--- src/rtl/sram_req_adapter.sv ---
// Valid/ready front end for a single-port synchronous SRAM macro with one-cycle read latency.
// Read data is captured into a small response FIFO guarded by a credit check at acceptance.
module sram_req_adapter #(
    parameter int unsigned DATA_WIDTH = 16,
    parameter int unsigned ADDR_WIDTH = 10,
    parameter int unsigned RSP_DEPTH  = 3
) (
    input  logic                  clk,
    input  logic                  rst,
    input  logic                  i_req_valid,
    output logic                  o_req_ready,
    input  logic                  i_req_we,
    input  logic [ADDR_WIDTH-1:0] i_req_addr,
    input  logic [DATA_WIDTH-1:0] i_req_wdata,
    input  logic [DATA_WIDTH-1:0] i_req_be,
    output logic                  o_rsp_valid,
    input  logic                  i_rsp_ready,
    output logic [DATA_WIDTH-1:0] o_rsp_rdata,
    output logic                  o_sram_ce,
    output logic                  o_sram_we,
    output logic [ADDR_WIDTH-1:0] o_sram_addr,
    output logic [DATA_WIDTH-1:0] o_sram_wdata,
    output logic [DATA_WIDTH-1:0] o_sram_wem,
    input  logic [DATA_WIDTH-1:0] i_sram_q,
    output logic                  o_rd_inflight
);

    localparam int unsigned PTR_W = (RSP_DEPTH > 1) ? $clog2(RSP_DEPTH) : 1;
    localparam int unsigned CNT_W = $clog2(RSP_DEPTH + 1);

    logic                  r_rd_pending;
    logic [DATA_WIDTH-1:0] r_mem [RSP_DEPTH];
    logic [PTR_W-1:0]      r_rptr;
    logic [PTR_W-1:0]      r_wptr;
    logic [CNT_W-1:0]      r_occ;

    logic                  w_fire;
    logic                  w_push;
    logic                  w_pop;
    logic                  w_full;
    logic [CNT_W:0]        w_credit_used;
    logic                  w_credit_ok;

    // A read reserves a FIFO slot at acceptance so the capture edge can never overflow.
    assign w_credit_used = {1'b0, r_occ} + {{CNT_W{1'b0}}, r_rd_pending};
    assign w_credit_ok   = w_credit_used < (CNT_W + 1)'(RSP_DEPTH);
    assign o_req_ready   = ~rst & (i_req_we ? 1'b1 : w_credit_ok);
    assign w_fire        = i_req_valid & o_req_ready;

    assign o_sram_ce    = w_fire;
    assign o_sram_we    = i_req_we;
    assign o_sram_addr  = i_req_addr;
    assign o_sram_wdata = i_req_wdata;
    assign o_sram_wem   = i_req_we ? i_req_be : '0;

    assign w_push        = r_rd_pending;
    assign w_full        = (r_occ == CNT_W'(RSP_DEPTH));
    assign o_rsp_valid   = (r_occ != '0);
    assign w_pop         = o_rsp_valid & i_rsp_ready;
    assign o_rsp_rdata   = r_mem[r_rptr];
    assign o_rd_inflight = r_rd_pending;

    always_ff @(posedge clk or posedge rst) begin
        if (rst) begin
            r_rd_pending <= 1'b0;
        end else begin
            r_rd_pending <= w_fire & ~i_req_we;
        end
    end

    always_ff @(posedge clk or posedge rst) begin
        if (rst) begin
            for (int i = 0; i < RSP_DEPTH; i++) begin
                r_mem[i] <= '0;
            end
            r_rptr <= '0;
            r_wptr <= '0;
            r_occ  <= '0;
        end else begin
            if (w_push) begin
                r_mem[r_wptr] <= i_sram_q;
                r_wptr <= (r_wptr == PTR_W'(RSP_DEPTH - 1)) ? '0 : r_wptr + 1'b1;
            end
            if (w_pop) begin
                r_rptr <= (r_rptr == PTR_W'(RSP_DEPTH - 1)) ? '0 : r_rptr + 1'b1;
            end
            case ({w_push, w_pop})
                2'b10:   r_occ <= r_occ + 1'b1;
                2'b01:   r_occ <= r_occ - 1'b1;
                default: r_occ <= r_occ;
            endcase
        end
    end

    a_no_overflow : assert property (@(posedge clk) disable iff (rst) !(w_push && w_full));

endmodule
--- config.mk ---
export PLATFORM = sky130hd
export DESIGN_NAME = sram_req_adapter
export DESIGN_NICKNAME = d
export VERILOG_FILES = /design/src/rtl/sram_req_adapter.sv
export SDC_FILE = /design/constraint.sdc
export NUM_CORES = 1
export LEC_CHECK = 0
export CAP_MARGIN = 25
export CORE_MARGIN = 2
export CORE_UTILIZATION = 30
export DETAILED_ROUTE_END_ITERATION = 8
export HOLD_SLACK_MARGIN = 0.03
export SYNTH_ARGS = -nofsm -noshare
export SYNTH_HDL_FRONTEND = slang
export SYNTH_SLANG_ARGS = --single-unit
export TNS_END_PERCENT = 5
--- constraint.sdc ---
create_clock -name clk -period 3.8 [get_ports clk]
set_input_delay 0.38 -clock clk [delete_from_list [all_inputs] [get_ports clk]]
set_output_delay 0.38 -clock clk [all_outputs]
set_load 0.05 [all_outputs]
==> results.cfg, run 1 <==
[synth]
synth.avg_cell_area_sq_um = 12.09
synth_edf_count = 0
yosys.area.top_type_share_pct = 48.85
synth_warnings = 0
synth_nets = 299
ys_types = 27
async_flop_share_pct = 100.0
synth-seq-area-share_pct = 48.85
synth_cells = 233
synthTopCellsByArea = dfrtp_1, mux2_2, buf_4, mux2i_1, mux2_4
synth_ff_type = dfrtp_1
synth_top_area_cell = dfrtp_1
ys_ff_latch = 55
syn-cell-area_sq_um = 2818

[cts]
insertion_delay_ns = 0.30
cts.sinks = 55
cts-buffers-inserted = 5
cts_root_buffer = clkbuf_8
cts_setup_buffers = 0
htreeDepth = 2
clk_pin_slew_ns = 0.09
postCtsHoldBufs = 0
cts_resized = 0
cts_buffer_depth = 2
cts_tree = yes

[floorplan]
coreArea_sq_um = 9196
die_w_microns = 100.9
die-area_sq_um = 10180
initial_utilization_pct = 30.64
rows = 35
io_pins = 126
die_h_microns = 100.9

[flow_run]
maxCapViolCount = 0

[final_layout]
num_antenna_cells = 0
utilization_pct = 38.00
nNetsFinal = 347
instances_no_fill = 391
fill_cells = 903
area_delta_synth_final_pct = 24.02
layout-drive-gt1-share_pct = 28.93

[hold_path]
hold_end = r_mem[31]$_DFFE_PP0P_
hold_depth = 1
worstHoldStart = r_mem[31]$_DFFE_PP0P_
hold_path_class = flip-flop to flip-flop

[setup_path]
reg2reg_depth = 4
worstSetupEndpointType = output port
cp_top_family = buffers and inverters
slowest_delay_ns = 0.81
reg2reg_slack_ns = 1.95
critPathMaxFanout = 5
r2r-end = r_mem[39]$_DFFE_PP0P_
required_ns = 3.42
r2r_start = o_rd_inflight$_DFF_PP0_
cp_slowest_cell = clkdlybuf4s50_1
crit_chain = ha_1, ha_1, a21oi_1, nor2_1, nor2_1, clkdlybuf4s50_1
critical_path_class = flip-flop to output port
worst-path-buf-inv = 1
cp.arrival_ns = 2.41
setup.worst_path.start_class = flip-flop

[timing]
fin_skew_ns = 0.005135
tightest_slew_ns = 0.9378
final-setup-viol-count = 0
maxSlewHeadroom_pct = 37.30
timing.final.crit_share_pct = 73.52
layout_min_cycle_time_ns = 2.794
fin_ws_ns = 1.006
hold_viol = 0
drv_slew = 0
max_freq_mhz = 357.9
fin_tns_setup_ns = 0
rsz0062_at_grt = no

[status]
status = complete, no violations

[power]
power_density_nw_per_um2 = 845.2
leakage_nw = 1.520
vdd_ir_drop_max_v = 0.0002709

[global_route]
grt.overflow.total = 0
first_global_vias = 1905
antenna_found_initial = 0
grt.total_usage_pct = 11.86
grt_max_degree = 56
grt_pass1_wl_microns = 9390

[route]
drtPass1Iterations = 4
route.detailed.vias_per_inst = 4.655
drc = 0
first_iter_violations = 55
wirelength_microns = 5928
vias = 1820
ant_nets = 0
wl_per_cell_microns = 15.16

[placement]
place_congestion = 0.6692
port_buffers = 73
hpwl_microns = 4060
pre_cts_ws_ns = 1.247
dp.cells = 384
-- how the worst max path moves through the flow --
stage	startpoint	endpoint	slack, ns	cells after the start
final	o_rd_inflight$_DFF_PP0_	o_sram_ce	1.01	6
after global routing	o_rd_inflight$_DFF_PP0_	o_sram_ce	0.83	6
after CTS	o_rd_inflight$_DFF_PP0_	o_sram_ce	0.98	6
after detailed placement	i_req_we	o_sram_ce	1.25	4
after global placement	i_req_we	o_sram_ce	1.27	4
after floorplan	rst	o_sram_ce	1.00	3
-- power by group --
part	internal (mW)	leakage (nW)	switching, mW
Sequential	0.876	0.654	0.153
Combinational	0.658	0.829	0.966
Clock	0.124	0.0371	0.177
-- synthesized netlist by cell type, types with 2 or more instances --
master    count
dfrtp_1      55
mux2_2       39
buf_4        28
o21ai_0      18
nand2_1      17
and2_1       16
mux2i_1      16
mux2_4       10
buf_2         5
nor2_1        4
clkbuf_1      3
ha_1          3
a21o_1        2
inv_1         2
inv_2         2
xnor2_1       2
-- layout make-up --
type	count	area [sq um]	area share (%)
clock buffer	6	72.57	2.077
tap	111	138.9	3.974
sequential	55	1376	39.38
multi-input combinational	136	1149	32.87
inverter	4	15.01	0.4296
timing repair buffer	79	743.2	21.27
-- cell usage in the layout (no fill, tap or decap) --
cell,count
mux2_4,10
nor2_1,4
dfrtp_1,55
mux2_2,39
ha_1,3
or2_2,1
buf_4,21
inv_1,1
mux2i_1,16
nand3_1,1
inv_2,3
o21ai_0,18
buf_8,1
nor3_2,1
a21o_1,2
a21oi_1,1
and2_1,16
or3_1,1
clkbuf_8,5
xnor2_1,2
xor2_1,1
clkbuf_1,1
clkdlybuf4s50_1,57
nand2_1,17
nor3_1,1
nor3b_1,1
nor2b_1,1
-- per-stage QoR --
step	total power, mW	cell area (sq um)	hold WS [ns]
finish	2.954	3495	0.5101
global route	3.135	3495	0.5207
CTS	2.991	3480	0.5150
detailed placement	2.682	3407	0.4920
global placement	2.654	3407	0.4867
floorplan	2.298	2818	0.4763
-- per-layer routing --
| layer | up-vias | track usage, % | share of wire [%] |
|---|---|---|---|
| met3 | 9 | 4.369 | 9.1 |
| met5 | - | 0 | 0 |
| li1 | 850 | - | - |
| met4 | 0 | 3.326 | 1.2 |
| met1 | 888 | 14.50 | 44 |
| met2 | 73 | 19.69 | 46 |
-- registers in the layout (all words and copies together) (netlist names) --
signal / cells
o_rd_inflight: 1
r_mem: 48
r_occ: 2
r_rptr: 2
r_wptr: 2
-- cells by family (layout without fill, tap and decap cells) --
| kind of cell | after synthesis | count (layout) | share of synthesized area (%) |
|---|---|---|---|
| multiplexers | 65 | 65 | 26.60 |
| flip-flops | 55 | 55 | 48.85 |
| AND/OR/NAND/NOR | 44 | 44 | 7.993 |
| buffers and inverters | 42 | 89 | 10.39 |
| AO/OA/AOI/OAI | 21 | 21 | 3.907 |
| adder cells (fa/ha/maj) | 3 | 3 | 1.332 |
| XOR/XNOR | 3 | 3 | 0.9327 |
Note: power is estimated with default switching activity, not from simulation.
==> run 2, diff against run 1 <==
- clock period: 3.8 -> 2.6 ns (I/O delays scaled with it)
==> run 2 against run 1 <==
Against the previous run:
- worst setup slack worse by 0.67 ns
- via count stayed put
- count of clock-buffer cells in the layout stayed put
- utilization is 2.7 points higher
- total power is 72% higher
- flip-flop and latch count stayed put
- worst hold slack better by 0.0023 ns
- cell count is 1.0% higher
- combinational power is 85% higher
- critical path type is now input pin to output port
- critical path depth is 3 lower
- highest routed layer unchanged
- sequential power is 46% higher
- clock power is 96% higher
==> results.cfg, run 2 (synthesized netlist as in run 1, its figures left out) <==
[timing]
hold_viol = 0
maxSlewHeadroom_pct = 35.54
drv_slew = 0
timing.final.crit_share_pct = 87.11
tightest_slew_ns = 0.9669
fin_skew_ns = 0.003111
layout_min_cycle_time_ns = 2.265
max_freq_mhz = 441.5
final-setup-viol-count = 0
fin_tns_setup_ns = 0
rsz0062_at_grt = no

[setup_path]
setup.worst_path.start_class = input pin
required_ns = 2.34
crit_chain = clkdlybuf4s50_1, and2_1, clkdlybuf4s50_1
cp_slowest_cell = clkdlybuf4s50_1
cp.arrival_ns = 2.00
critical_path_class = input pin to output port
slowest_delay_ns = 0.81
cp-startpoint = i_req_we
r2r_start = o_rd_inflight$_DFF_PP0_
crit_top_cell = clkdlybuf4s50_1
critPathMaxFanout = 19
worstSetupEndpointType = output port

[power]
p_total_mw = 5.083
power_density_nw_per_um2 = 1358
vdd_ir_drop_max_v = 0.0004778
leakage_nw = 1.618

[cts]
cts_buffer_depth = 2
postCtsHoldBufs = 0
cts_tree = yes
cts_resized = 0
cts_setup_buffers = 0
cts.sinks = 55
htreeDepth = 2
cts_root_buffer = clkbuf_8
insertion_delay_ns = 0.30
clk_pin_slew_ns = 0.09
cts-buffers-inserted = 5

[route]
route.detailed.vias_per_inst = 4.608
first_iter_violations = 37
ant_nets = 0
vias = 1820
wl_per_cell_microns = 14.88
wirelength_microns = 5878
drtPass1Iterations = 3
drc = 0

[floorplan]
initial_utilization_pct = 30.64
rows = 35
die_w_microns = 100.9
coreArea_sq_um = 9196
die_h_microns = 100.9
die-area_sq_um = 10180
io_pins = 126

[flow_run]
maxCapViolCount = 0

[global_route]
antenna_found_initial = 0
use_met2_pct = 20.82
first_global_vias = 1960
grtUsageMet3_pct = 4.092
grt_pass1_wl_microns = 9680
grt_max_degree = 56
top_usage_layer = met2
grt.total_usage_pct = 12.10
met1_usage_pct = 14.57
grt.overflow.total = 0

[final_layout]
layout-drive-gt1-share_pct = 30.99
final_cell_mix = clkdlybuf4s50_1, dfrtp_1, mux2_2, o21ai_0, nand2_1
design_area_sq_um = 3742
area_delta_synth_final_pct = 32.82
instances_no_fill = 395
nNetsFinal = 349
num_antenna_cells = 0
top_register = r_mem
fill_cells = 870
largest_register_ffs = 48

[placement]
hpwl_microns = 4084
port_buffers = 73
dp.cells = 387
place_congestion = 0.7096
placed_cell_area_sq_um = 3625

[hold_path]
worstHoldStart = r_mem[17]$_DFFE_PP0P_
hold_path_class = flip-flop to flip-flop

[status]
status = complete, no violations
[run 2: changes by cell type in the layout (fill, tap and decap cells not counted), sizes merged]
cell / delta
buf: +4
bufinv: +1
clkdlybuf4s50: -2
clkinv: +1
[run 2: where the power goes]
part | internal, mW | switching, mW | total (mW)
combinational | 1.46 | 1.53 | 2.99
sequential | 1.28 | 0.224 | 1.50
clock | 0.312 | 0.275 | 0.587
[run 2: layout make-up]
cell class	instances	area (sq um)	share of cell area, %
flip-flops and latches	55	1376	36.78
clock inverters	2	35.03	0.9361
repair buffers	81	945.9	25.28
multi-input cells	136	1149	30.69
well taps	111	138.9	3.711
clock buffers	6	82.58	2.207
inverters	4	15.01	0.4012
[run 2: metal layers]
metal	wire length (microns)	vias to the layer above
met5	0	-
met4	61	0
met3	447	9
met2	2925	71
met1	2443	885
li1	-	855
[run 2: path summary, 6_finish.rpt]
check                                     endpoint  slack [ns]  depth (start not counted)
max                                  o_sram_wem[9]        0.34                          3
min                          r_mem[17]$_DFFE_PP0P_        0.51                          1
max reg2reg                   r_mem[0]$_DFFE_PP0P_        0.77                          3
min reg2reg                  r_mem[17]$_DFFE_PP0P_        0.51                          1
max in group asynchronous    r_mem[43]$_DFFE_PP0P_        1.64                          3
min in group asynchronous  o_rd_inflight$_DFF_PP0_        0.52                          3
[run 2: critical path, delay by kind of cell]
family / cells / cell delay (ns)
AND/OR/NAND/NOR: 1 / 0.20
buffers and inverters: 2 / 1.55
[run 2: per-stage QoR]
| step | util (%) | setup slack [ns] | hold slack [ns] |
|---|---|---|---|
| 5_1_grt | 40.69 | 0.1925 | 0.5201 |
| 2_1_floorplan | - | 0.04040 | 0.4085 |
| 3_5_place_dp | 39.42 | 0.2994 | 0.4933 |
| 6_report | 40.69 | 0.3352 | 0.5124 |
| 3_3_place_gp | 39.42 | 0.3748 | 0.4862 |
| 4_1_cts | 40.69 | 0.3066 | 0.5049 |
==> run 3, diff against run 2 <==
- CORE_UTILIZATION: 30 -> 40
- CTS_CLUSTER_SIZE: default -> 8
- PLACE_DENSITY: default -> 0.77
==> run 3 against run 2 <==
Against the previous run:
- sequential power up 5%
- maximum frequency down 0.52%
- cell count down 4.6%
- worst hold slack worse by 0.029 ns
- die area down 24%
- total power down 2.6%
- sequential share of layout area up 0.51 points
- register-to-register slack worse by 0.03 ns
- clock skew up 0.0043 ns
- count of clock-buffer cells in the layout unchanged
- critical path type unchanged
- highest routed layer unchanged
==> results.cfg, run 3 (synthesized netlist as in run 1, its figures left out) <==
[status]
status = complete, no violations

[timing]
hold_viol = 0
fin_tns_setup_ns = 0
drv_slew = 0
timing.final.crit_share_pct = 87.56
tightest_slew_ns = 0.9840
final-setup-viol-count = 0
rsz0062_at_grt = no
fin_skew_ns = 0.007383
layout_min_cycle_time_ns = 2.277
fin_ws_ns = 0.3234
maxSlewHeadroom_pct = 34.40
max_freq_mhz = 439.3

[setup_path]
critPathMaxFanout = 19
worstSetupEndpointType = output port
critical_path_class = input pin to output port
setup.worst_path.start_class = input pin
cp_slowest_cell = clkdlybuf4s50_1
cp-startpoint = i_req_we
crit_top_cell = clkdlybuf4s50_1
reg2reg_slack_ns = 0.74
cp.arrival_ns = 2.02
slowest_delay_ns = 0.80
required_ns = 2.34
crit_chain = clkdlybuf4s50_1, and2_1, clkdlybuf4s50_1
r2r_start = o_rd_inflight$_DFF_PP0_

[final_layout]
design_area_sq_um = 3691
area_delta_synth_final_pct = 30.99
fill_cells = 578
largest_register_ffs = 48
final_cell_mix = clkdlybuf4s50_1, dfrtp_1, mux2_2, o21ai_0
layout-drive-gt1-share_pct = 30.25
num_antenna_cells = 0
register_area_sq_um = 1376
nNetsFinal = 347
top_register = r_mem
multiInputGateArea_sq_um = 1149

[floorplan]
die_h_microns = 87.93
rows = 30
io_pins = 126
die_w_microns = 87.93
die-area_sq_um = 7732
coreArea_sq_um = 6794
initial_utilization_pct = 41.47

[route]
wl_per_cell_microns = 14.73
vias = 1851
drc = 0
route.detailed.vias_per_inst = 4.910
drtPass1Iterations = 3
ant_nets = 0
wirelength_microns = 5554
first_iter_violations = 93

[cts]
clk_pin_slew_ns = 0.09
postCtsHoldBufs = 0
htreeDepth = 2
cts.sinks = 55
cts_root_buffer = clkbuf_8
cts_resized = 0
cts_buffer_depth = 2
cts_setup_buffers = 0
cts_tree = yes
cts-buffers-inserted = 5
insertion_delay_ns = 0.31

[power]
vdd_ir_drop_max_v = 0.0006408
power_density_nw_per_um2 = 1341
p_total_mw = 4.951
leakage_nw = 1.598

[hold_path]
hold_path_class = input pin to async pin

[global_route]
grt_max_degree = 56
antenna_found_initial = 0
grt.overflow.total = 0
grt_pass1_wl_microns = 9273
grt.total_usage_pct = 15.50
first_global_vias = 1982

[placement]
port_buffers = 73
pre_cts_ws_ns = 0.3062
placed_cell_area_sq_um = 3603
hpwl_microns = 3965
place_congestion = 0.6957

[flow_run]
maxCapViolCount = 0
[run 3: cell types whose count changed in the layout (fill, tap and decap cells not counted), sizes merged]
| cell | before | now |
|---|---|---|
| buf | 26 | 24 |
| bufinv | 1 | 0 |
[run 3: power by group]
| group | internal [mW] | switching [mW] | total (mW) | leakage [nW] |
|---|---|---|---|---|
| registers | 1.28 | 0.303 | 1.58 | 0.654 |
| logic | 1.45 | 1.44 | 2.90 | 0.897 |
| clock network | 0.210 | 0.261 | 0.471 | 0.0470 |
[run 3: path summary, 6_finish.rpt]
| path | cells past startpoint | endpoint |
|---|---|---|
| worst max-delay path | 3 | o_sram_wem[2] |
| worst min-delay path | 3 | o_rd_inflight$_DFF_PP0_ |
| worst max register to register | 3 | r_mem[0]$_DFFE_PP0P_ |
| worst min register to register | 1 | r_mem[41]$_DFFE_PP0P_ |
| max in group asynchronous | 3 | r_mem[45]$_DFFE_PP0P_ |
| min in group clk | 1 | r_mem[41]$_DFFE_PP0P_ |
[run 3: routing by layer]
layer	vias up	track usage, %	wire length (microns)
met4	0	5.455	84
li1	857	-	-
met1	903	18.95	2364
met2	80	25.55	2653
met3	11	5.372	451
met5	-	0	0
[run 3: worst max-delay path, delay by kind of cell]
family | cells | cell delay [ns]
buf+inv | 2 | 1.54
simple gates | 1 | 0.21
[run 3: cell type report]
class                   count  area share [%]
multi-input cells         136           31.12
clock buffers               6           2.237
repair buffers             79           25.56
clock inverters             1          0.1356
inverters                   4          0.4068
flip-flops and latches     55           37.29
well taps                  96           3.254
[run 3: stage by stage]
stage	std cells	util, %	hold slack, ns
3_5_place_dp	370	53.04	0.4932
3_3_place_gp	370	53.04	0.4867
5_1_grt	377	54.33	0.5143
2_1_floorplan	233	-	0.4085
6_report	377	54.33	0.4838
4_1_cts	377	54.33	0.5142
